$ cat src/rtl/bcd_timer_ctrl.sv
// Programmable BCD up-timer controller: command FSM, count-tick prescaler,
// cascaded decade digits with carry and a one-cycle done pulse at target.
module bcd_timer_ctrl #(
    parameter int DIGITS   = 4,
    parameter int PRESCALE = 10
) (
    input  logic                  clk,
    input  logic                  rst,
    input  logic                  cmd_valid,
    output logic                  cmd_ready,
    input  logic [1:0]            cmd_op,
    input  logic [4*DIGITS-1:0]   cmd_target,
    output logic [4*DIGITS-1:0]   count_bcd,
    output logic                  running,
    output logic                  done,
    output logic [1:0]            state
);

    localparam int W  = 4 * DIGITS;
    localparam int PW = (PRESCALE > 1) ? $clog2(PRESCALE) : 1;
    localparam logic [PW-1:0] PRESC_LAST = PW'(PRESCALE - 1);

    localparam logic [1:0] OP_START = 2'b00;
    localparam logic [1:0] OP_STOP  = 2'b01;
    localparam logic [1:0] OP_CLEAR = 2'b10;
    localparam logic [1:0] OP_LOAD  = 2'b11;

    typedef enum logic [1:0] {
        ST_IDLE  = 2'b00,
        ST_RUN   = 2'b01,
        ST_PAUSE = 2'b10,
        ST_DONE  = 2'b11
    } state_t;

    state_t          state_q, state_d;
    logic [W-1:0]    count_q, count_d;
    logic [W-1:0]    target_q, target_d;
    logic [PW-1:0]   presc_q, presc_d;

    logic            accept;
    logic            tick;
    logic            match;
    logic [W-1:0]    inc_bcd;

    // Handshake: a command transfers on a rising edge where cmd_valid and
    // cmd_ready are both high; cmd_ready depends only on state, never on cmd_valid.
    assign accept = cmd_valid && cmd_ready;
    assign tick   = (state_q == ST_RUN) && (presc_q == PRESC_LAST);

    // Decade increment: each digit at 9 rolls to 0 and passes the carry upward.
    always_comb begin
        logic carry;
        carry   = 1'b1;
        inc_bcd = count_q;
        for (int i = 0; i < DIGITS; i++) begin
            if (carry) begin
                if (count_q[4*i +: 4] == 4'd9) begin
                    inc_bcd[4*i +: 4] = 4'd0;
                end else begin
                    inc_bcd[4*i +: 4] = count_q[4*i +: 4] + 4'd1;
                    carry             = 1'b0;
                end
            end
        end
    end

    // A zero target means free-run, so it never matches.
    assign match = tick && (target_q != '0) && (inc_bcd == target_q);

    always_ff @(posedge clk) begin
        if (rst) begin
            state_q  <= ST_IDLE;
            count_q  <= '0;
            target_q <= '0;
            presc_q  <= '0;
        end else begin
            state_q  <= state_d;
            count_q  <= count_d;
            target_q <= target_d;
            presc_q  <= presc_d;
        end
    end

    always_comb begin
        state_d  = state_q;
        count_d  = count_q;
        target_d = target_q;
        presc_d  = presc_q;
        case (state_q)
            ST_IDLE: begin
                if (accept) begin
                    case (cmd_op)
                        OP_START: begin
                            state_d = ST_RUN;
                            presc_d = '0;
                        end
                        OP_CLEAR: begin
                            count_d = '0;
                            presc_d = '0;
                        end
                        OP_LOAD:  target_d = cmd_target;
                        default:  ;
                    endcase
                end
            end
            ST_RUN: begin
                if (accept && (cmd_op == OP_CLEAR)) begin
                    count_d = '0;
                    presc_d = '0;
                end else begin
                    if (tick) begin
                        count_d = inc_bcd;
                        presc_d = '0;
                    end else begin
                        presc_d = presc_q + PW'(1);
                    end
                    // The compare above used the old target; a new one applies next cycle.
                    if (accept && (cmd_op == OP_LOAD)) begin
                        target_d = cmd_target;
                    end
                    if (match) begin
                        state_d = ST_DONE;
                    end else if (accept && (cmd_op == OP_STOP)) begin
                        state_d = ST_PAUSE;
                    end
                end
            end
            ST_PAUSE: begin
                if (accept) begin
                    case (cmd_op)
                        OP_START: state_d = ST_RUN;
                        OP_CLEAR: begin
                            count_d = '0;
                            presc_d = '0;
                            state_d = ST_IDLE;
                        end
                        OP_LOAD:  target_d = cmd_target;
                        default:  ;
                    endcase
                end
            end
            ST_DONE: state_d = ST_IDLE;
            default: state_d = ST_IDLE;
        endcase
    end

    always_comb begin
        cmd_ready = (state_q != ST_DONE);
        running   = (state_q == ST_RUN);
        done      = (state_q == ST_DONE);
        state     = state_q;
        count_bcd = count_q;
    end

endmodule
$ cat config.mk
export PLATFORM = sky130hd
export DESIGN_NAME = bcd_timer_ctrl
export DESIGN_NICKNAME = d
export VERILOG_FILES = /design/src/rtl/bcd_timer_ctrl.sv
export SDC_FILE = /design/constraint.sdc
export NUM_CORES = 1
export LEC_CHECK = 0
export BUFFER_PORTS_ARGS = -buffer_cell sky130_fd_sc_hd__buf_2
export CORE_MARGIN = 2
export CORE_UTILIZATION = 36
export CTS_BUF_LIST = sky130_fd_sc_hd__clkbuf_2
export CTS_CLUSTER_SIZE = 16
export DETAILED_ROUTE_END_ITERATION = 8
export PLACE_DENSITY = 0.64
export SYNTH_ARGS = -nofsm -noshare
export SYNTH_HDL_FRONTEND = slang
export SYNTH_SLANG_ARGS = --single-unit
$ cat constraint.sdc
create_clock -name clk -period 3.6 [get_ports clk]
set_input_delay 0.18 -clock clk [delete_from_list [all_inputs] [get_ports clk]]
set_output_delay 0.18 -clock clk [all_outputs]
set_load 0.02 [all_outputs]
==> results, run 1 <==
- The Yosys warning count is 0.
- The cell depth of the worst min-delay path is 3.
- The tree is rooted in a sky130_fd_sc_hd__clkbuf_2.
- STA classifies the critical path startpoint as a register.
- 42 I/O pins were placed.
- The synthesized netlist contains 54 unique library cells.
- The number of global-route vias before repair is 2203.
- Row generation in the floorplan step produced 29 rows.
- Before CTS, the worst setup slack after placement is 1.19 ns.
- Across all layers, the routed design uses 2441 vias.
- The total routed wirelength is 6510 microns.
- The setup clock skew after layout is 0.0271 ns.
- The worst-path maximum fanout is 10.
- The wire-length estimate of the detail-placed layout is 4640 microns.
- The async set-or-reset flop fraction in the synthesized netlist is 0%.
- CTS built an H-tree with a depth of 2.
- The run finished with clean final reports.
- Once the floorplan was initialized, standard cells occupied 37.7% of the core.
- The share of the core filled with cells in the final layout is 45.1%.
- The worst hold path terminates at state[0].
- The clock passes through at most 2 buffers.
- Power spread over the standard cell area amounts to 300 mW/mm^2.
- The total number of clock tree sinks is 38.
- The reg-to-reg startpoint is count_bcd[1].
- The remaining routing DRC violations is 0.
- The total congestion overflow is 0.
- The synthesized instance count is 315.
- The relative slew slack is 49.4%.
- The static power due to leakage is 1.11 nW.
- Setup violations remaining at the end of the flow were counted as 0.
- The pin count of the biggest net entering global routing is 40.
- The time the worst path needs with I/O delays and setup is 2.54 ns.
- The initial antenna violation count is 0.
- The via density per instance is 5.50.
- Yosys attributes the largest share of cell area to sky130_fd_sc_hd__dfxtp_1, sky130_fd_sc_hd__nand2_1, sky130_fd_sc_hd__a21oi_1.
- The count of nets left with antenna violations after detail routing is 0.
- On the worst path, the slowest cell contributes a delay of 0.81 ns.
- The setup slack after layout is 1.06 ns.
- The post-synthesis register bit count is 38.
- Yosys mapped a number of flops with a built-in enable equal to 0.
- In the global route stage, overall resource usage came out at 18.3%.
- The floorplan die area is 0.00740 sq mm.
- The minimum hold slack is 0.126 ns.
- The first global-routing pass estimated 11000 microns of wire.
- The critical register-to-register path endpoint is state[1].
- The cell type with the highest aggregate area in the netlist is sky130_fd_sc_hd__dfxtp_1.
- The routed length per placed instance is 14.7 microns.
- The most instantiated library cell after synthesis is sky130_fd_sc_hd__nand2_1.
- The number of buffers inserted during clock tree synthesis is 5.
- STA puts the critical path data required time at 3.94 ns.
- The count of buffers from port buffering is 41.
- The nature of the critical path endpoint is a register.
- The share of the Yosys chip area taken by registers is 31.4%.
- Traced cell by cell, the critical path runs through nand4bb_1, o311ai_0, xor2_1, nor4_1, nand4_1, o22ai_2.
- The floorplan die width is 86.0 microns.
- The repair_antennas step left the layout with diodes totalling 0.
- The area growth from synthesis to layout is 19.6%.
- The tool flagged a number of max-cap violations equal to 0.
- The upper clock frequency limit is 0.393 GHz.
- The beginning of the worst hold path is cmd_valid.
- Setup total negative slack on the finished layout was measured at 0 ns.
- The total area inside the core boundary comes to 0.00642 sq mm.
- The final count of pins violating max slew is 0.
- The synthesized area per cell is 7.69 sq um.
- The final worst-path cycle share is 70.6%.
- The number of cells on the worst reg-to-reg path is 6.
- The DRC marker count from the first detailed-route iteration is 192.
- For the pin with the worst max-slew slack, the measured transition is 0.749 ns.
- The kind of cell adding the most delay to the critical path is compound AO/OA/AOI/OAI gates.
- Synthesis produced a netlist with a net count of 344.
- The first detailed-routing pass ran for 5 iterations.
- The slowest cell on the critical path is sky130_fd_sc_hd__o311ai_0.
- Counting both buffers and inverters, the worst setup path holds a total of 0.
- The net total in the final layout is 395.
- Setup repair after global routing left no endpoint under its margin.
- In the synthesized netlist, the cells that appear most often are sky130_fd_sc_hd__nand2_1, sky130_fd_sc_hd__dfxtp_1, sky130_fd_sc_hd__a21oi_1.
- The post-route non-filler standard cell count is 444.
- The fraction of final layout cells sized beyond drive strength 1 is 17.4%.
- For this run, the leading register cell type out of synthesis is sky130_fd_sc_hd__dfxtp_1.
- The register clock-pin slew on the reported worst setup and hold paths is 0.24 ns.
- The clock reaches the later pin of the worst-skew pair after 0.41 ns.
- The path type of the worst min-delay path is in -> reg.
- The cell area after synthesis is 0.00242 sq mm.
- Routability-driven placement finished with a final weighted congestion of 0.874.
- VDD sags by at most 0.226 mV.
- The type of the setup path with the least slack is reg -> reg.
- The clock tree from TritonCTS is built.
- Setup slack on the worst reg-to-reg path comes out at 1.06 ns.
- The final count of hold timing violations is 0.
- The number of gates resized after CTS was 0.
- The area fraction of the dominant cell type after synthesis is 31.4%.
- The number of placed cells counting well taps is 420.
- The arrival time of the worst setup path is 2.88 ns.
- Measured along the y axis, the die boundary spans 86.0 microns.
==> worst reg2reg max path: cells and delay by family, from the launching register on <==
kind	cells	cell delay (ns)
AO/OA/AOI/OAI	2	0.96
AND/OR/NAND/NOR	3	0.92
flip-flops	1	0.45
XOR/XNOR	1	0.14
==> through the flow <==
step,cell area (sq um),total power [mW]
after global placement,2640,0.514
after global routing,2900,0.905
after floorplan,2420,0.489
after CTS,2900,0.878
after detailed placement,2640,0.515
final,2900,0.869
==> cells by family (layout without fill, tap and decap cells) <==
group | count (synthesis) | count (layout) | synth area share [%]
and+or+nand+nor | 143 | 143 | 30.5
DFF | 38 | 38 | 31.4
xor gates and xnor gates | 16 | 16 | 5.78
AOI/OAI and AO/OA | 83 | 83 | 21.8
adders and majority gates | 8 | 8 | 4.13
buffers and inverters | 25 | 77 | 5.53
muxes | 2 | 2 | 0.826
==> per-layer routing <==
layer  track usage (%)  up-vias  part of all wire, %
met5                 0        -                    0
met1              25.5     1128                   49
met2              29.3       69                   45
li1                  -     1234                    -
met4              4.18        0                 0.98
met3              3.56       10                  4.4
==> power by group <==
group          total, mW  switching [mW]  internal, mW
clock              0.349           0.161         0.188
combinational     0.0804          0.0417        0.0388
sequential         0.440          0.0103         0.429
==> state kept, by name, indices dropped and copies added (netlist names) <==
signal and cells:
count_bcd 16, presc_q 4, state 2, target_q 16
==> cell usage in the layout, fill, tap and decap left out, types with 2 or more instances in the layout <==
cell / count
sky130_fd_sc_hd__nand2_2: 2
sky130_fd_sc_hd__nand4_1: 3
sky130_fd_sc_hd__mux2i_1: 2
sky130_fd_sc_hd__ha_1: 8
sky130_fd_sc_hd__nor2b_1: 3
sky130_fd_sc_hd__nand2_1: 49
sky130_fd_sc_hd__bufinv_16: 2
sky130_fd_sc_hd__nor3_2: 2
sky130_fd_sc_hd__xor2_1: 6
sky130_fd_sc_hd__clkbuf_2: 5
sky130_fd_sc_hd__nor2_1: 33
sky130_fd_sc_hd__buf_2: 41
sky130_fd_sc_hd__inv_1: 9
sky130_fd_sc_hd__a21boi_0: 2
sky130_fd_sc_hd__a22oi_1: 6
sky130_fd_sc_hd__nand3_1: 7
sky130_fd_sc_hd__or3_1: 4
sky130_fd_sc_hd__o21ai_0: 18
sky130_fd_sc_hd__and3b_1: 6
sky130_fd_sc_hd__nor4_2: 2
sky130_fd_sc_hd__dfxtp_1: 38
sky130_fd_sc_hd__nand2b_1: 4
sky130_fd_sc_hd__a21oi_1: 36
sky130_fd_sc_hd__dlygate4sd3_1: 16
sky130_fd_sc_hd__a211oi_2: 3
sky130_fd_sc_hd__nor4_1: 9
sky130_fd_sc_hd__nor3_1: 5
sky130_fd_sc_hd__xnor2_1: 10
sky130_fd_sc_hd__a32oi_1: 2
sky130_fd_sc_hd__o2111a_1: 2
sky130_fd_sc_hd__nand3b_1: 4
sky130_fd_sc_hd__buf_4: 2
sky130_fd_sc_hd__nand4b_1: 2
==> worst max path at each step <==
stage          slack [ns]    startpoint  depth (start not counted)       end
3_5_place_dp         1.19  count_bcd[2]                          6  state[1]
5_1_grt              0.80  count_bcd[0]                          6  state[0]
3_3_place_gp         1.10  count_bcd[2]                          6  state[1]
2_1_floorplan        1.46  count_bcd[5]                         10  state[1]
4_1_cts              1.11  count_bcd[0]                          6  state[1]
6_report             1.06  count_bcd[1]                          6  state[1]
==> final cells by class <==
type | count | area [sq um]
Clock inverter | 3 | 68.8
Multi-Input combinational cell | 252 | 1530
Tap cell | 77 | 96.3
Fill cell | 690 | 3530
Timing Repair Buffer | 59 | 380
Inverter | 10 | 37.5
Sequential cell | 38 | 761
Clock buffer | 5 | 25.0
==> repair_timing <==
action / CTS / global route
setup buffers: 0 / 0
hold endpoints to repair: 16 / 0
hold buffers: 16 / 0
No activity file was read; power rests on OpenSTA's default activity.
==> inputs of run 2 (changes only) <==
- PLACE_DENSITY: 0.64 -> 0.66
- clock period: 3.6 -> 2.1 ns (I/O delays scaled with it)
==> results, run 2 (synthesis results as in run 1) <==
- The flow ran to the end, and the final reports show no timing, DRC or antenna violations.
- The layout overhead on the synthesized area is 33.2%.
- The static power due to leakage is 1.29 nW.
- The site row count is 29.
- Across the run, the number of max-cap violations was 0.
- Measured along the y axis, the die boundary spans 86.0 microns.
- Clock-pin slew was measured on the worst setup and hold paths at 0.23 ns.
- The total congestion overflow is 0.
- Subtracting the final worst setup slack from the clock period gives 2.07 ns.
- The placed instances occupy a cell area of 0.00282 sq mm.
- In this run, CTS created clock tree buffers numbering 5.
- For this run, the post-layout net count is 424.
- The slowest cell on the critical path is sky130_fd_sc_hd__and4bb_4.
- The die is 86.0 microns wide.
- The signal on the critical path passes through and4bb_4, xnor2_2, a222oi_1, o2111ai_1, a211oi_2, nand4_1, o22ai_2.
- The critical path startpoint category is a register.
- The type of the setup path with the least slack is reg -> reg.
- The total routing resource utilization after global routing is 18.9%.
- Fill cells in the final layout number 603.
- The clock arrives with 0.0202 ns of skew.
- The initial antenna violation count is 0.
- For this run, design rule violations remaining after detail routing come to 0.
- With fillers left out, the area of the finished cells amounts to 0.00323 sq mm.
- Data on the critical path is required at its endpoint by 2.44 ns.
- The final count of pins violating max slew is 0.
- On the final layout, the worst hold slack is 0.0703 ns.
- The number of global-route vias before repair is 2366.
- The final RePlAce weighted congestion is 0.899.
- Based on the critical path, the design can be clocked at up to 0.483 GHz.
- In this run the worst path has a maximum fanout of 6.
- In this run the remaining antenna-violating nets after routing total 0.
- For the pin with the worst max-slew slack, the measured transition is 0.493 ns.
- The fraction of final layout cells sized beyond drive strength 1 is 29.0%.
- The clock tree root driver cell is sky130_fd_sc_hd__clkbuf_2.
- The total routed wirelength is 6940 microns.
- The die covers 0.00740 sq mm.
- The clock reaches the later pin of the worst-skew pair after 0.41 ns.
- For this block, the via count after detailed routing is 2571.
- The final critical path takes up 98.7% of the cycle.
- For this run, the detailed router's first-pass iteration total came to 5.
- The worst supply voltage drop on vdd is 0.311 mV.
- The cell area power density is 462 mW/mm^2.
- The via density per instance is 5.44.
- At the end of the flow the core is filled with cells to 50.2%.
- The first global-routing pass estimated 11300 microns of wire.
- Pin placement for this block handled 42 I/O pins.
- The clock drives 38 sinks.
- Entering global routing, the biggest net connects 39 pins.
- The starting utilization of the core area is 37.7%.
- During placement, the flow inserted port buffers numbering 41.
- The buffer levels on the longest clock path is 2.
- On the worst path, the slowest cell contributes a delay of 0.42 ns.
- The number of placed cells counting well taps is 443.
- The clock tree from TritonCTS is built.
- The repair_antennas step left the layout with diodes totalling 0.
- The nature of the critical path endpoint is a register.
- The most common cell after layout, fill and taps aside is sky130_fd_sc_hd__nand2_1.
- The routed length per placed instance is 14.7 microns.
- For this run, the number of standard cells in the final layout without fillers is 473.
- In this run the worst hold path is classified as in -> reg.
- The total of endpoints with negative setup slack in the final report is 0.
- Headroom to the max-slew limit came out at 67.1%.
- The detailed-placement wirelength estimate is 4910 microns.
- After the first detailed-routing iteration, the DRC count stood at 220.
- The final count of hold timing violations came to 0.
- In the layout the commonest cells are sky130_fd_sc_hd__nand2_1, sky130_fd_sc_hd__buf_2, sky130_fd_sc_hd__a21oi_1, sky130_fd_sc_hd__nor2_1, sky130_fd_sc_hd__dfxtp_1.
- The total area inside the core boundary comes to 0.00642 sq mm.
- Setup repair after global routing could not meet its margin everywhere.
- CTS built an H-tree with a depth of 2.
- The arrival time of the worst setup path is 2.41 ns.
==> run 2: cell types whose count changed in the layout (fill, tap and decap cells not counted), sizes merged <==
cell | before | now
buf | 43 | 71
and3b | 6 | 7
==> run 2: metrics by stage <==
step | power [mW] | setup slack (ns) | TNS [ns]
final | 1.49 | 0.0276 | 0
after global routing | 1.55 | -0.0438 | -0.0762
after CTS | 1.50 | 0.00679 | 0
after detailed placement | 0.884 | -0.0228 | -0.0327
after global placement | 0.882 | 0.0267 | 0
after floorplan | 0.838 | 0.000824 | 0
==> run 2: final timing paths <==
path	startpoint	endpoint	slack [ns]	cells after the start
worst max-delay path	count_bcd[1]	state[1]	0.03	7
worst min-delay path	cmd_valid	state[0]	0.07	3
worst max register to register	count_bcd[1]	state[1]	0.03	7
worst min register to register	target_q[0]	target_q[0]	0.50	2
==> run 2: layout make-up <==
class	count	area (sq um)	share of cell area, %
multi-input cells	253	1630	50.5
inverters	10	37.5	1.16
clock buffers	5	25.0	0.775
clock inverters	3	68.8	2.13
flip-flops and latches	38	771	23.9
well taps	77	96.3	2.99
repair buffers	87	598	18.5
==> run 2: power breakdown <==
part / leakage [nW] / internal (mW) / switching, mW
sequential: 0.312 / 0.736 / 0.0179
clock: 0.0532 / 0.323 / 0.273
combinational: 0.928 / 0.0686 / 0.0729
total: 1.29 / 1.13 / 0.364
==> run 2: repair_timing <==
item	in CTS	in global routing
setup endpoints to repair	2	2
buffers inserted	0	5
gates cloned	0	1
pin swaps	0	18
hold buffers	16	0
gates resized for setup	2	34
endpoints found under the hold margin	16	0
==> run 2: critical path: cells and delay by family, from the launching register on <==
kind / cells / cell delay (ns)
AO/OA/AOI/OAI: 4 / 0.89
XOR/XNOR: 1 / 0.09
flip-flops: 1 / 0.38
AND/OR/NAND/NOR: 2 / 0.63
==> run 2: per-layer routing <==
metal,track usage [%],up-vias,routed length (microns)
li1,-,1295,-
met4,4.33,0,78
met2,30.7,84,3280
met1,26.3,1184,3190
met5,0,-,0
met3,3.08,8,385
==> inputs of run 3 (changes only) <==
- ABC_AREA: not set -> 1
==> results, run 3 <==
- The die covers 0.00749 sq mm.
- The pin count of the biggest net entering global routing is 28.
- The final RePlAce weighted congestion is 0.854.
- On the critical path, the stage with the largest delay is an instance of sky130_fd_sc_hd__dfxtp_1.
- After routing, the total negative slack on setup checks comes to 0 ns.
- Once the floorplan was initialized, standard cells occupied 36.7% of the core.
- Summed over all layers, the global routing overflow is 0.
- The initial antenna violation count is 0.
- The total placed instance area is 0.00277 sq mm.
- The number of H-tree branching levels is 2.
- Data on the critical path is required at its endpoint by 2.44 ns.
- The final layout contains 475 nets.
- The nature of the critical path endpoint is a register.
- The area fraction of the dominant cell type after synthesis is 31.0%.
- The commonest cells after synthesis are sky130_fd_sc_hd__nand2_1, sky130_fd_sc_hd__inv_1, sky130_fd_sc_hd__nor2_1.
- Walking the worst path, the cells encountered are ha_4, nand2_2, nor2_4, nand2_4, buf_4, o21bai_2, nand4_1, nand2_1, nand2_1, nor2_1, nand2_1, nand2_1, nand2_1, a21oi_2.
- The count of nets left with antenna violations after detail routing is 0.
- The latest clock arrival within the worst-skew pair is 0.39 ns.
- The setup slack after layout is 0.175 ns.
- The relative slew slack is 62.4%.
- The synthesized netlist contains 37 unique library cells.
- The Yosys warning count is 0.
- Across the run, the number of max-cap violations was 0.
- The first detailed-routing pass took 4 iterations.
- The cell area after synthesis is 0.00245 sq mm.
- After layout, the worst path uses 91.7% of the clock period.
- Along the worst path, the maximum fanout reaches 7.
- The final count of pins violating max slew is 0.
- The cell type with the highest aggregate area in the netlist is sky130_fd_sc_hd__dfxtp_1.
- The setup clock skew after layout is 0.0116 ns.
- The DRC marker count from the first detailed-route iteration is 149.
- In the layout the commonest cells are sky130_fd_sc_hd__nand2_1, sky130_fd_sc_hd__inv_1, sky130_fd_sc_hd__nor2_1, sky130_fd_sc_hd__buf_2, sky130_fd_sc_hd__nand3_1.
- Data on the critical path arrives at its endpoint at 2.26 ns.
- The number of nets in the synthesized netlist is 411.
- The layout overhead on the synthesized area is 23.6%.
- The buffer levels on the longest clock path is 2.
- The via density per instance is 4.87.
- Counting every instance in the synthesized netlist gives 382.
- Clock tree synthesis selected as its root buffer the cell sky130_fd_sc_hd__clkbuf_2.
- The region available for standard cell placement spans 0.00668 sq mm.
- Broken down by cell family, the worst path's largest delay share belongs to simple AND/OR/NAND/NOR gates.
- The number of buffers and inverters on the critical path is 1.
- TritonCTS built the clock tree.
- The site row count is 30.
- For this run, asynchronously set or reset flops after synthesis account for 0%.
- The primary flip-flop cell chosen by synthesis mapping is sky130_fd_sc_hd__dfxtp_1.
- The critical path startpoint category is a register.
- The number of global-route vias before repair came to 2341.
- The register clock-pin slew on the reported worst setup and hold paths is 0.19 ns.
- The remaining routing DRC violations is 0.
- The largest single stage delay on the critical path is 0.42 ns.
- Setup repair after global routing could not meet its margin everywhere.
- Leaving out fill and tap cells, the most frequent cell in the layout is sky130_fd_sc_hd__nand2_1.
- After synthesis, the cell types taking the most area are sky130_fd_sc_hd__dfxtp_1, sky130_fd_sc_hd__nand2_1, sky130_fd_sc_hd__nand3_1.
- Synthesis inferred 38 register bits.
- The synthesized area per cell is 6.42 sq um.
- The height of the die is 86.5 microns.
- In the final routed layout, each cell accounts on average for 12.0 microns.
- At the pin with the least slew margin, the transition time is 0.563 ns.
- Prior to clock tree synthesis, the placed netlist has a worst setup slack of 0.112 ns.
- The time the worst path needs with I/O delays and setup is 1.92 ns.
- The static power due to leakage is 1.48 nW.
- The worst setup path is of the reg -> reg kind.
- The number of buffers inserted during clock tree synthesis is 5.
- The antenna diode count is 0.
- Input and output buffers added on the ports amount to 41.
- The most frequent cell on the critical path is sky130_fd_sc_hd__nand2_1.
- The detailed-placement wirelength estimate is 4560 microns.
- The total routed wirelength is 6290 microns.
- sky130_fd_sc_hd__nand2_1 is the most common cell in the netlist.
- Across all layers, the routed design uses 2561 vias.
- The tree built by TritonCTS fans out to 38 sinks.
- In this run the worst hold path is classified as in -> reg.
- The number of fill cells is 712.
- Counting flops with a built-in enable in the synthesized netlist gives 0.
- The total routing resource utilization after global routing is 16.9%.
- The first-pass GRT wire length is 10200 microns.
- Based on the critical path, the design can be clocked at up to 0.520 GHz.
- For this design the top-level I/O count stands at 42.
- In the final layout, the share of cells above drive strength 1 is 21.1%.
- The floorplan die width is 86.5 microns.
- The worst-case IR drop observed on VDD is 0.276 mV.
- The final count of hold timing violations came to 0.
- In this run the power density over the cells is 427 mW/mm^2.
- Sequential cells were found to cover 31.0% of the synthesized design area.
- The flow ran to the end, and the final reports show no timing, DRC or antenna violations.
- The final standard cell area without fillers is 0.00303 sq mm.
- The total of endpoints with negative setup slack in the final report is 0.
## run 3: report_power, final
part / switching [mW] / total (mW) / leakage (nW) / internal, mW
Combinational: 0.109 / 0.192 / 1.14 / 0.0827
Sequential: 0.0224 / 0.767 / 0.312 / 0.745
Clock: 0.248 / 0.335 / 0.0291 / 0.0868
## run 3: worst register-to-register path: cells and delay by family, from the launching register on
| kind | cells | cell delay (ns) |
|---|---|---|
| simple gates | 10 | 0.90 |
| compound gates | 2 | 0.25 |
| flops | 1 | 0.42 |
| fa+ha+maj | 1 | 0.16 |
| buf+inv | 1 | 0.15 |
## run 3: area by class of cell
| cell class | instances | area, sq um | share of cell area [%] |
|---|---|---|---|
| multi-input combinational | 289 | 1520 | 50.0 |
| sequential | 38 | 768 | 25.4 |
| timing repair buffer | 66 | 438 | 14.5 |
| inverter | 46 | 173 | 5.70 |
| tap | 80 | 100 | 3.30 |
| clock buffer | 7 | 35.0 | 1.16 |
## run 3: worst paths after layout
| kind | from | cells past startpoint | slack, ns | end |
|---|---|---|---|---|
| worst max-delay path | count_bcd[4] | 14 | 0.18 | state[1] |
| worst min-delay path | cmd_target[7] | 3 | 0.02 | target_q[7] |
| worst min register to register | target_q[9] | 2 | 0.50 | target_q[9] |
| worst max register to register | count_bcd[4] | 14 | 0.18 | state[1] |
## run 3: kinds of logic after synthesis
kind of cell	Yosys count	share of synthesized area [%]
xor gates and xnor gates	3	1.07
DFF	38	31.0
AOI/OAI and AO/OA	58	12.9
buffers and inverters	55	8.93
adders and majority gates	8	4.08
and+or+nand+nor	220	42.0
## run 3: layer usage
layer  vias to the layer above  global-route usage (%)  wire (microns)
met3                         7                    3.52             226
li1                       1370                       -               -
met5                         -                       0               0
met2                        40                    29.5            3030
met4                         0                    5.11              86
met1                      1144                    20.8            2950
## run 3: timing repair
action,CTS,global route
setup endpoints to repair,0,2
hold buffers,13,0
hold endpoints to repair,13,0
setup buffers,0,4
resized for setup,0,17
## run 3: per-stage QoR
step                hold WS (ns)  power (mW)  instances  util [%]
floorplan                  0.240       0.899        382         -
global placement           0.326       0.952        502      41.5
detailed placement         0.333       0.955        502      41.5
CTS                    0.0000713        1.31        522      44.0
global route              0.0204        1.36        526      45.4
finish                    0.0213        1.29        526      45.4
